[src/rtl/hsv_track_pkg.sv]
// Shared definitions for the HSV colour tracker: HSV field positions,
// result-path state encoding and the hue window test.
package hsv_track_pkg;

  localparam int H_HI = 31;
  localparam int H_LO = 24;
  localparam int S_HI = 23;
  localparam int S_LO = 16;
  localparam int V_HI = 15;
  localparam int V_LO = 8;

  typedef enum logic [1:0] {IDLE, DIVIDE, DONE} trk_state_e;

  // Hue window; lo > hi means the window wraps through 0 (red hues).
  function automatic logic hue_in_window(input logic [7:0] h, input logic [7:0] lo,
                                         input logic [7:0] hi);
    if (lo <= hi) return (h >= lo) && (h <= hi);
    else          return (h >= lo) || (h <= hi);
  endfunction

endpackage

[src/rtl/hsv_track_div.sv]
// Unsigned restoring divider, one quotient bit per cycle, DW cycles per
// division. start_i loads the operands; done_o pulses when quotient_o is final.
module hsv_track_div #(
  parameter int DW = 29,
  parameter int VW = 19,
  parameter int QW = 10
) (
  input  logic          clk_i,
  input  logic          rst_ni,
  input  logic          start_i,
  input  logic [DW-1:0] dividend_i,
  input  logic [VW-1:0] divisor_i,
  output logic          busy_o,
  output logic          done_o,
  output logic [QW-1:0] quotient_o
);

  localparam int CW = $clog2(DW + 1);

  logic [VW-1:0] rem_q, den_q, diff;
  logic [DW-1:0] quo_q;
  logic [CW-1:0] cnt_q;
  logic          busy_q, done_q, fits;
  logic [VW:0]   rem_sh;

  // Trial subtraction of the divisor from the shifted partial remainder.
  always_comb begin
    rem_sh = {rem_q, quo_q[DW-1]};
    fits   = rem_sh >= {1'b0, den_q};
    diff   = rem_sh[VW-1:0] - den_q;
  end

  // Dividend shifts out MSB-first while quotient bits shift in at the bottom.
  always_ff @(posedge clk_i or negedge rst_ni) begin
    if (!rst_ni) begin
      rem_q  <= '0;
      den_q  <= '0;
      quo_q  <= '0;
      cnt_q  <= '0;
      busy_q <= 1'b0;
      done_q <= 1'b0;
    end else begin
      done_q <= 1'b0;
      if (start_i) begin
        quo_q  <= dividend_i;
        den_q  <= divisor_i;
        rem_q  <= '0;
        cnt_q  <= CW'(DW);
        busy_q <= 1'b1;
      end else if (busy_q) begin
        rem_q <= fits ? diff : rem_sh[VW-1:0];
        quo_q <= {quo_q[DW-2:0], fits};
        cnt_q <= cnt_q - CW'(1);
        if (cnt_q == CW'(1)) begin
          busy_q <= 1'b0;
          done_q <= 1'b1;
        end
      end
    end
  end

  assign busy_o     = busy_q;
  assign done_o     = done_q;
  assign quotient_o = quo_q[QW-1:0];

endmodule

[src/rtl/hsv_color_tracker.sv]
// HSV colour tracker: per-pixel threshold mask, per-frame match accumulation
// and centroid division. Define HSV_TRACK_BBOX_EN to add bounding-box outputs.
module hsv_color_tracker import hsv_track_pkg::*; #(
  parameter int IMG_W   = 640,
  parameter int IMG_H   = 480,
  parameter int XW      = 10,
  parameter int YW      = 9,
  parameter int CNT_W   = 19,
  parameter int MIN_PIX = 64
) (
  input  logic             clk,
  input  logic             rst,
  input  logic             clk_en,
  input  logic             sof,
  input  logic [31:0]      HSV,
  input  logic [7:0]       h_min,
  input  logic [7:0]       h_max,
  input  logic [7:0]       s_min,
  input  logic [7:0]       v_min,
  output logic             mask_out,
  output logic             mask_valid,
  output logic             frame_done,
  output logic             obj_valid,
  output logic [XW-1:0]    obj_x,
  output logic [YW-1:0]    obj_y,
  output logic [CNT_W-1:0] obj_count,
  output logic             overrun
`ifdef HSV_TRACK_BBOX_EN
  ,
  output logic [XW-1:0]    bb_xmin,
  output logic [XW-1:0]    bb_xmax,
  output logic [YW-1:0]    bb_ymin,
  output logic [YW-1:0]    bb_ymax
`endif
);

  // Both dividers share the x width so they finish on the same cycle (YW <= XW).
  localparam int SXW = XW + CNT_W;
  localparam int SYW = YW + CNT_W;

  trk_state_e       state_q;
  logic [XW-1:0]    x_q, x_d, px, qx, obj_x_q;
  logic [YW-1:0]    y_q, y_d, py, qy, obj_y_q;
  logic [CNT_W-1:0] cnt_q, cnt_acc, cnt_snap_q, obj_count_q;
  logic [SXW-1:0]   sx_q, sx_acc;
  logic [SYW-1:0]   sy_q, sy_acc;
  logic             match, eof, big, accept, div_fin;
  logic             mask_q, mvalid_q, done_q, valid_q, ovr_q;
  logic             dx_busy, dy_busy, dx_done, dy_done, unused_sink;

  // Classify, locate the pixel and form the accumulator values including it.
  always_comb begin
    match = hue_in_window(HSV[H_HI:H_LO], h_min, h_max) &&
            (HSV[S_HI:S_LO] >= s_min) && (HSV[V_HI:V_LO] >= v_min);
    px  = sof ? '0 : x_q;
    py  = sof ? '0 : y_q;
    eof = clk_en && (px == XW'(IMG_W - 1)) && (py == YW'(IMG_H - 1));
    if (px == XW'(IMG_W - 1)) begin
      x_d = '0;
      y_d = (py == YW'(IMG_H - 1)) ? '0 : py + YW'(1);
    end else begin
      x_d = px + XW'(1);
      y_d = py;
    end
    cnt_acc = sof ? '0 : cnt_q;
    sx_acc  = sof ? '0 : sx_q;
    sy_acc  = sof ? '0 : sy_q;
    if (match) begin
      cnt_acc = cnt_acc + CNT_W'(1);
      sx_acc  = sx_acc + SXW'(px);
      sy_acc  = sy_acc + SYW'(py);
    end
    big    = cnt_acc >= CNT_W'(MIN_PIX);
    accept = eof && (state_q == IDLE);
  end

  // Registered mask, one cycle behind the sample.
  always_ff @(posedge clk or negedge rst) begin
    if (!rst) begin
      mask_q   <= 1'b0;
      mvalid_q <= 1'b0;
    end else begin
      mask_q   <= clk_en & match;
      mvalid_q <= clk_en;
    end
  end

  // Position and accumulators; end of frame hands off and starts afresh.
  always_ff @(posedge clk or negedge rst) begin
    if (!rst) begin
      x_q   <= '0;
      y_q   <= '0;
      cnt_q <= '0;
      sx_q  <= '0;
      sy_q  <= '0;
    end else if (clk_en) begin
      x_q   <= x_d;
      y_q   <= y_d;
      cnt_q <= eof ? '0 : cnt_acc;
      sx_q  <= eof ? '0 : sx_acc;
      sy_q  <= eof ? '0 : sy_acc;
    end
  end

  hsv_track_div #(.DW(SXW), .VW(CNT_W), .QW(XW)) u_div_x (
    .clk_i(clk), .rst_ni(rst), .start_i(accept && big), .dividend_i(sx_acc),
    .divisor_i(cnt_acc), .busy_o(dx_busy), .done_o(dx_done), .quotient_o(qx)
  );

  hsv_track_div #(.DW(SXW), .VW(CNT_W), .QW(YW)) u_div_y (
    .clk_i(clk), .rst_ni(rst), .start_i(accept && big), .dividend_i(SXW'(sy_acc)),
    .divisor_i(cnt_acc), .busy_o(dy_busy), .done_o(dy_done), .quotient_o(qy)
  );

  assign div_fin     = dx_done & dy_done;
  assign unused_sink = ^{HSV[7:0], dx_busy, dy_busy};

  // Result FSM; a frame ending while a result is pending is dropped and flagged.
  always_ff @(posedge clk or negedge rst) begin
    if (!rst) begin
      state_q     <= IDLE;
      done_q      <= 1'b0;
      valid_q     <= 1'b0;
      obj_x_q     <= '0;
      obj_y_q     <= '0;
      obj_count_q <= '0;
      cnt_snap_q  <= '0;
      ovr_q       <= 1'b0;
    end else begin
      done_q <= 1'b0;
      if (eof && state_q != IDLE) ovr_q <= 1'b1;
      case (state_q)
        IDLE: if (eof) begin
          cnt_snap_q <= cnt_acc;
          if (big) state_q <= DIVIDE;
          else begin
            state_q     <= DONE;
            done_q      <= 1'b1;
            valid_q     <= 1'b0;
            obj_x_q     <= '0;
            obj_y_q     <= '0;
            obj_count_q <= cnt_acc;
          end
        end
        DIVIDE: if (div_fin) begin
          state_q     <= DONE;
          done_q      <= 1'b1;
          valid_q     <= 1'b1;
          obj_x_q     <= qx;
          obj_y_q     <= qy;
          obj_count_q <= cnt_snap_q;
        end
        DONE:    state_q <= IDLE;
        default: state_q <= IDLE;
      endcase
    end
  end

  assign mask_out   = mask_q;
  assign mask_valid = mvalid_q;
  assign frame_done = done_q;
  assign obj_valid  = valid_q;
  assign obj_x      = obj_x_q;
  assign obj_y      = obj_y_q;
  assign obj_count  = obj_count_q;
  assign overrun    = ovr_q;

`ifdef HSV_TRACK_BBOX_EN
  logic [XW-1:0] bxn_q, bxx_q, bxn_acc, bxx_acc, bxn_s_q, bxx_s_q, bxn_o_q, bxx_o_q;
  logic [YW-1:0] byn_q, byx_q, byn_acc, byx_acc, byn_s_q, byx_s_q, byn_o_q, byx_o_q;

  // Running extents including the current pixel.
  always_comb begin
    bxn_acc = sof ? '1 : bxn_q;
    bxx_acc = sof ? '0 : bxx_q;
    byn_acc = sof ? '1 : byn_q;
    byx_acc = sof ? '0 : byx_q;
    if (match) begin
      if (px < bxn_acc) bxn_acc = px;
      if (px > bxx_acc) bxx_acc = px;
      if (py < byn_acc) byn_acc = py;
      if (py > byx_acc) byx_acc = py;
    end
  end

  // Track extents, snapshot at frame end, publish alongside the centroid.
  always_ff @(posedge clk or negedge rst) begin
    if (!rst) begin
      bxn_q <= '1; bxx_q <= '0; byn_q <= '1; byx_q <= '0;
      bxn_s_q <= '0; bxx_s_q <= '0; byn_s_q <= '0; byx_s_q <= '0;
      bxn_o_q <= '0; bxx_o_q <= '0; byn_o_q <= '0; byx_o_q <= '0;
    end else begin
      if (clk_en) begin
        bxn_q <= eof ? '1 : bxn_acc;
        bxx_q <= eof ? '0 : bxx_acc;
        byn_q <= eof ? '1 : byn_acc;
        byx_q <= eof ? '0 : byx_acc;
      end
      if (accept) begin
        bxn_s_q <= bxn_acc; bxx_s_q <= bxx_acc; byn_s_q <= byn_acc; byx_s_q <= byx_acc;
      end
      if (accept && !big) begin
        bxn_o_q <= '0; bxx_o_q <= '0; byn_o_q <= '0; byx_o_q <= '0;
      end else if (state_q == DIVIDE && div_fin) begin
        bxn_o_q <= bxn_s_q; bxx_o_q <= bxx_s_q; byn_o_q <= byn_s_q; byx_o_q <= byx_s_q;
      end
    end
  end

  assign bb_xmin = bxn_o_q;
  assign bb_xmax = bxx_o_q;
  assign bb_ymin = byn_o_q;
  assign bb_ymax = byx_o_q;
`endif

endmodule
[config.mk]
export PLATFORM = sky130hd
export DESIGN_NAME = hsv_color_tracker
export DESIGN_NICKNAME = d
export VERILOG_FILES = /design/src/rtl/hsv_track_pkg.sv /design/src/rtl/hsv_track_div.sv /design/src/rtl/hsv_color_tracker.sv
export SDC_FILE = /design/constraint.sdc
export NUM_CORES = 1
export LEC_CHECK = 0
export CORE_MARGIN = 2
export CORE_UTILIZATION = 60
export CTS_BUF_LIST = sky130_fd_sc_hd__clkbuf_16
export CTS_CLUSTER_DIAMETER = 200
export DETAILED_ROUTE_END_ITERATION = 8
export PLACE_DENSITY = 0.92
export SYNTH_ARGS = -nofsm -noshare
export SYNTH_HDL_FRONTEND = slang
export SYNTH_SLANG_ARGS = --single-unit
[constraint.sdc]
create_clock -name clk -period 6.42 [get_ports clk]
set_clock_uncertainty 0.15 [all_clocks]
set_input_delay 1.284 -clock clk [delete_from_list [all_inputs] [get_ports clk]]
set_output_delay 1.284 -clock clk [all_outputs]
set_load 0.1 [all_outputs]
[Word level (Yosys, flattened, before mapping)]
Index checks and enable logic that the tools add are counted.
Storage, ports and cells
  flip-flop bits (word level): 288
  bits in latches: 0
  memory bits (writable): 0
  bits in read-only memories: 0
  output and inout bits: 43
  logic and storage cells: 135
  memories kept: 0
Cells by class
  add/sub/neg operators: 9
  multipliers: 0
  div/mod/pow operators: 0
  $lt $le $gt $ge: 8
  eq/ne operators: 8
  shift-type cells: 0
  mux-type cells: 65
  bitwise operators: 2
  reductions and logical operators: 17
Operator list (count)
  $mux W19: 12
  $mux W29: 7
  $mux W28: 3
  $mux W9: 6
  $mux W10: 5
  $ge A20 B19 Y1: 2
  $pmux W19 S2: 1
  $sub A19 B19 Y19: 2
  $add A29 B10 Y29: 1
  $add A28 B9 Y28: 1
  $ge A8 B8 Y1: 3
  $mux W5: 4
  $pmux W10 S2: 1
  $add A19 B1 Y19 const B: 1
  $ge A19 B7 Y1 const B: 1
  $mux W1: 19
  $pmux W9 S2: 1
  $le A8 B8 Y1: 2
  $add A10 B1 Y10 const B: 1
  $eq A10 B10 Y1 const B: 1
  $eq A5 B1 Y1 const B: 2
  $sub A5 B1 Y5 const B: 2
  $add A9 B1 Y9 const B: 1
  $eq A9 B9 Y1 const B: 1
  other kinds (12): 29

[Depth between registers and ports, before layout]
  depth in word-level cells: 10
  gate-level depth with buffers: 20
  mapped depth without buffers: 13

[Cells and area by module]
A second synthesis with hierarchy kept.
Unflattened totals
  cell total of the unflattened synthesis: 2193
  area, all modules: 19850.3 um2
By module, submodules not included
  hsv_color_tracker: instances 1, cells each 1200, area an instance 10696.5 um2
  hsv_track_div (u_div_x): instances 1, cells each 497, area an instance 4580.6 um2
  hsv_track_div (u_div_y): instances 1, cells each 496, area an instance 4573.1 um2

[Worst setup path before layout]
Ideal clock, no wire load.
  path kind: input -> register
  start: in sof
  end: reg u_div_x.quo_q[23]
  data arrival time: 5432 ps
  path slack: 711 ps
  stages: 18
  cells stage by stage: clkbuf_1 clkbuf_1 clkbuf_1 clkbuf_1 clkbuf_1 buf_1 nor2b_1 ha_1 a21o_1 a21o_1 a31oi_1 a21oi_1 a2111oi_0 or3_4 nor3_1 xnor2_1 nor2_1 mux2_1
On the way
  cells in the longest elaborated chain, start to end: 7
  elaborated cells between the ends (all ways): 17
  those cells by class: 2 x add/sub; 1 x order compare; 2 x eq/ne; 7 x mux; 5 x reduce/logical
Ends and longest elaborated chain
  start, declared: RTL line hsv_color_tracker.sv:14  | input logic sof,
  branches (longest 7 deep; another with $add A19 B1 Y19)
  end signal, assigned: RTL line hsv_track_div.sv:45  | quo_q <= dividend_i;
  end signal, assigned: RTL line hsv_track_div.sv:52  | quo_q <= {quo_q[DW-2:0], fits};
  end, declared: RTL line hsv_track_div.sv:21  | logic [DW-1:0] quo_q;
Parallel ways; which one is timed is not known.
A chain may end at the register's enable or synchronous reset.

[Final worst setup path]
  start: in h_max[2]
  end: reg u_div_x.quo_q[11]
On the way
  cells in the longest elaborated chain, start to end: 9
  elaborated cells between the ends (all ways): 13
  those cells by class: 3 x order compare; 4 x mux; 6 x reduce/logical
Ends and longest elaborated chain
  start, declared: RTL line hsv_color_tracker.sv:17  | input logic [7:0] h_max,
  $le A8 B8 Y1: RTL line hsv_track_pkg.sv:17, hsv_track_pkg.sv:18
  $logic_or A1 B1 Y1 / $logic_and A1 B1 Y1 (equally long branches): RTL line hsv_track_pkg.sv:18, hsv_track_pkg.sv:17
  $mux W1 *: RTL line hsv_track_pkg.sv:17  | if (lo <= hi) return (h >= lo) && (h <= hi);
  $logic_and A1 B1 Y1 *: RTL line hsv_color_tracker.sv:53  | match = hue_in_window(HSV[H_HI:H_LO], h_min, h_max) &&
  $logic_and A1 B1 Y1 *: RTL line hsv_color_tracker.sv:54  | (HSV[S_HI:S_LO] >= s_min) && (HSV[V_HI:V_LO] >= v_min);
  $mux W19: RTL line hsv_color_tracker.sv:68  | if (match) begin
  $ge A19 B7 Y1: RTL line hsv_color_tracker.sv:73  | big = cnt_acc >= CNT_W'(MIN_PIX);
  $logic_and A1 B1 Y1: RTL line hsv_color_tracker.sv:106  | .clk_i(clk), .rst_ni(rst), .start_i(accept && big), .dividend_i(sx_acc),
  $mux W29 / $reduce_bool A2 Y1 (equally long branches)
Mark *: on every way between the ends. The rest lies on a longest branch, timed or not.

==> results.sh <==
export IMPL_status="complete, no violations"
export IMPL_cts_buffers=31
export IMPL_swShare_pct=23.54
export IMPL_r2r_slack_ps=1830
export IMPL_drcViolationCount=0
export IMPL_wl_mm=44.21
export IMPL_antenna_found_initial=1
export IMPL_timing_rr_start="x_q[1]"
export IMPL_synth_edff_count=0
export IMPL_crit_slowest_cell="a2111oi_0"
export IMPL_p_switching_uw=936.7
export IMPL_min_path_type="flop to flop"
export IMPL_crit_path_end_kind="flop"
export IMPL_initial_utilization_pct=60.79
export IMPL_cts_root_buf="clkbuf_16"
export IMPL_yosys_area_top_type="dfrtp_1"
export IMPL_synth_avg_cell_area_um2=9.609
export IMPL_cts_path_max_buffers=3
export IMPL_p_leak_nw=8.677
export IMPL_grt_ovfl_total=0
export IMPL_slew_limit_headroom_pct=20.49
export IMPL_irDropWorstVdd_v=0.0002396
export IMPL_min_path_cells=2
export IMPL_htree_num_levels=1
export IMPL_min_to="cnt_snap_q[12]"
export IMPL_area_growth_pct=13.43
export IMPL_grt_usage_pct=28.32
export IMPL_crit_path_start_kind="primary input"
export IMPL_combPwrFrac_pct=6.4
export IMPL_io_pins=111
export IMPL_nets=2114
export IMPL_min_period_ps=5442
export IMPL_min_from="cnt_snap_q[12]"
export IMPL_grt_max_degree=144
export IMPL_hold_viol=0
export IMPL_fmax_mhz=183.8
export IMPL_path_cells="clkdlybuf4s50_1 > inv_1 > ha_1 > a21o_1 > a221o_1 > a21oi_2 > o21ai_2 > a2111oi_0 > mux2i_1 > nand2_1 > nor2_1 > a21boi_4 > buf_4 > mux2_2"
export IMPL_layout_drive_gt1_share_pct=6.877
export IMPL_n_antenna_cell=0
export IMPL_place_inst=2295
export IMPL_viasPerCell=6.288
export IMPL_clock_latency_ps=580
export IMPL_power_frac_seq_pct=46.2
export IMPL_fillCellCount=2065
export IMPL_power_density_mw_per_mm2=195.3
export IMPL_cp_arrival_ps=5750
export IMPL_ys_seq_area_share_pct=40.11
export IMPL_dieArea_mm2=0.03135
export IMPL_p_int_mw=3.043
export IMPL_final_common_cell="dfrtp_1"
export IMPL_synth_seq_cells=288
export IMPL_rsz0062_at_grt="false"
export IMPL_crit_type="primary input to flop"
export IMPL_tns_ps=0
export IMPL_detail_route_antenna_nets=0
export IMPL_clkSinkCount=288
export IMPL_drv_cap=0
export IMPL_die_h_um=177.1
export IMPL_cts_hold_fix_buffers=0
export IMPL_grt_pass1_vias=15042
export IMPL_hpwlAfterDp_mm=29.62
export IMPL_hold_ws_ps=324.2
export IMPL_place_congestion=0.8708
export IMPL_synth_top_area_share_pct=40.11
export IMPL_finalCritPeriodShare_pct=84.76
export IMPL_reg2reg_depth=14
export IMPL_cts_setup_buffers=0
export IMPL_slowest_delay_ps=750
export IMPL_report_final_slew_viol_count=0
export IMPL_clkSlewWorstSetupHoldPaths_ps=70
export IMPL_async_flop_share_pct=100.0
export IMPL_synthTopCellsByArea="dfrtp_1 40%, mux2i_1 7.9%, ha_1 7.2%"
export IMPL_vias=14795
export IMPL_setup_violations_final=0
export IMPL_chipWidth_um=177.1
export IMPL_ys_warnings_count=0
export IMPL_worst_pin_slew_ps=1191
export IMPL_postCtsResizedCells=0
export IMPL_synth_distinct_cells=79
export IMPL_worstPathRequired_ps=6730
export IMPL_grt_pass1_wl_mm=73.11
export IMPL_critPathMaxFanout=19
export IMPL_instances_no_fill=2353
export IMPL_synthCells=1870
export IMPL_std_cell_rows=63
export IMPL_final_cell_mix="286 x dfrtp_1, 154 x nor2_1, 141 x mux2i_1"
export IMPL_timing_rr_end="u_div_x.quo_q[11]"
export IMPL_clockPowerShare_pct=47.4
export IMPL_synth_area_mm2=0.01797
export IMPL_drt_iter0_drc=1082
export IMPL_dr_pass1_iters=7
export IMPL_synthFlopType="dfrtp_1"
export IMPL_io_buffer_count=102
export IMPL_syn_nets=2046
export IMPL_core_mm2=0.02956
export IMPL_cts_tree="done"
export IMPL_routedWlPerCell_um=18.79
registers in the layout, indices dropped and copies added (netlist names), 5 cells and up:
name,cells
u_div_y.rem_q,19
obj_x,10
obj_y,9
cnt_q,19
u_div_y.quo_q,29
u_div_x.quo_q,29
obj_count,19
y_q,9
u_div_x.rem_q,19
cnt_snap_q,19
u_div_y.den_q,19
u_div_y.cnt_q,5
u_div_x.cnt_q,5
sx_q,29
x_q,10
sy_q,28
final cells by class:
| cell class | count | area (um^2) | share of cell area, % |
|---|---|---|---|
| Tap cell | 390 | 488.0 | 2.394 |
| Multi-Input combinational cell | 1398 | 10010 | 49.11 |
| Sequential cell | 288 | 7209 | 35.37 |
| Inverter | 87 | 326.6 | 1.602 |
| Timing Repair Buffer | 132 | 1274 | 6.250 |
| Clock inverter | 27 | 299.0 | 1.467 |
| Clock buffer | 31 | 775.7 | 3.806 |
cells in the mapped netlist (5+ instances only):
| master | n |
|---|---|
| mux2_1 | 21 |
| a2111oi_0 | 7 |
| nand2_1 | 131 |
| nor4_1 | 11 |
| buf_2 | 10 |
| ha_1 | 104 |
| mux2_2 | 18 |
| dfrtp_1 | 288 |
| nor2b_1 | 63 |
| buf_8 | 5 |
| xor2_1 | 35 |
| or2_2 | 11 |
| mux2i_1 | 141 |
| o211ai_1 | 6 |
| xnor2_1 | 64 |
| nand4_1 | 22 |
| o21ai_0 | 73 |
| nor2_1 | 156 |
| a22o_1 | 31 |
| o21bai_1 | 10 |
| and2_1 | 8 |
| o22ai_1 | 9 |
| buf_1 | 9 |
| a31oi_1 | 6 |
| clkbuf_1 | 66 |
| a211oi_1 | 43 |
| o2bb2ai_1 | 66 |
| or3_1 | 11 |
| o21a_1 | 7 |
| inv_1 | 85 |
| a21o_1 | 34 |
| o31ai_1 | 10 |
| nand2b_1 | 46 |
| nand3_1 | 38 |
| nor3_1 | 34 |
| a21oi_1 | 101 |
| and3_1 | 19 |
power groups by stage:
stage / clock network, mW / registers (mW) / logic, mW
2_1_floorplan: 0 / 1.87 / 0.125
3_3_place_gp: 0 / 1.87 / 0.240
3_5_place_dp: 0 / 1.87 / 0.253
4_1_cts: 1.89 / 1.84 / 0.254
5_1_grt: 1.98 / 1.84 / 0.284
6_report: 1.89 / 1.84 / 0.254
critical path: cells and delay by family:
kind / cells / cell delay (ps)
buffers and inverters: 3 / 990
adder cells (fa/ha/maj): 1 / 290
AO/OA/AOI/OAI: 6 / 2270
AND/OR/NAND/NOR: 2 / 240
multiplexers: 2 / 650
metal layers:
metal | up-vias | wire, um | GRT usage [%]
met5 | - | 0 | 0
met1 | 7282 | 17720 | 35.37
met4 | 0 | 1489 | 10.33
li1 | 6824 | - | -
met3 | 136 | 2893 | 5.026
met2 | 553 | 22100 | 49.12
through the flow:
stage | setup WS, ps | power (mW) | utilization [%] | cell area [um^2]
final | 978.5 | 3.980 | 68.95 | 20380
after global routing | 745.0 | 4.102 | 68.95 | 20380
after CTS | 1064 | 3.988 | 68.95 | 20380
after detailed placement | 496.1 | 2.124 | 65.31 | 19310
after global placement | 599.9 | 2.110 | 65.31 | 19310
after floorplan | 710.6 | 1.997 | - | 17970
how the worst max path moves through the flow:
stage / start / endpoint / slack [ps] / cells after the start
finish: h_max[2] / u_div_x.quo_q[11] / 980 / 14
global route: h_max[2] / obj_count[18] / 750 / 14
CTS: h_max[2] / obj_count[10] / 1060 / 14
detailed placement: h_max[2] / obj_count[10] / 500 / 14
global placement: h_max[2] / obj_count[17] / 600 / 14
floorplan: sof / u_div_x.quo_q[23] / 710 / 18
kinds of logic after synthesis:
group,Yosys count,share of synthesized area (%)
AND/OR/NAND/NOR,578,16.10
AO/OA/AOI/OAI,433,16.58
flip-flops,288,40.11
buffers and inverters,184,4.401
multiplexers,180,10.30
adder cells (fa/ha/maj),108,7.688
XOR/XNOR,99,4.826
Note: power is estimated with default switching activity, not from simulation.
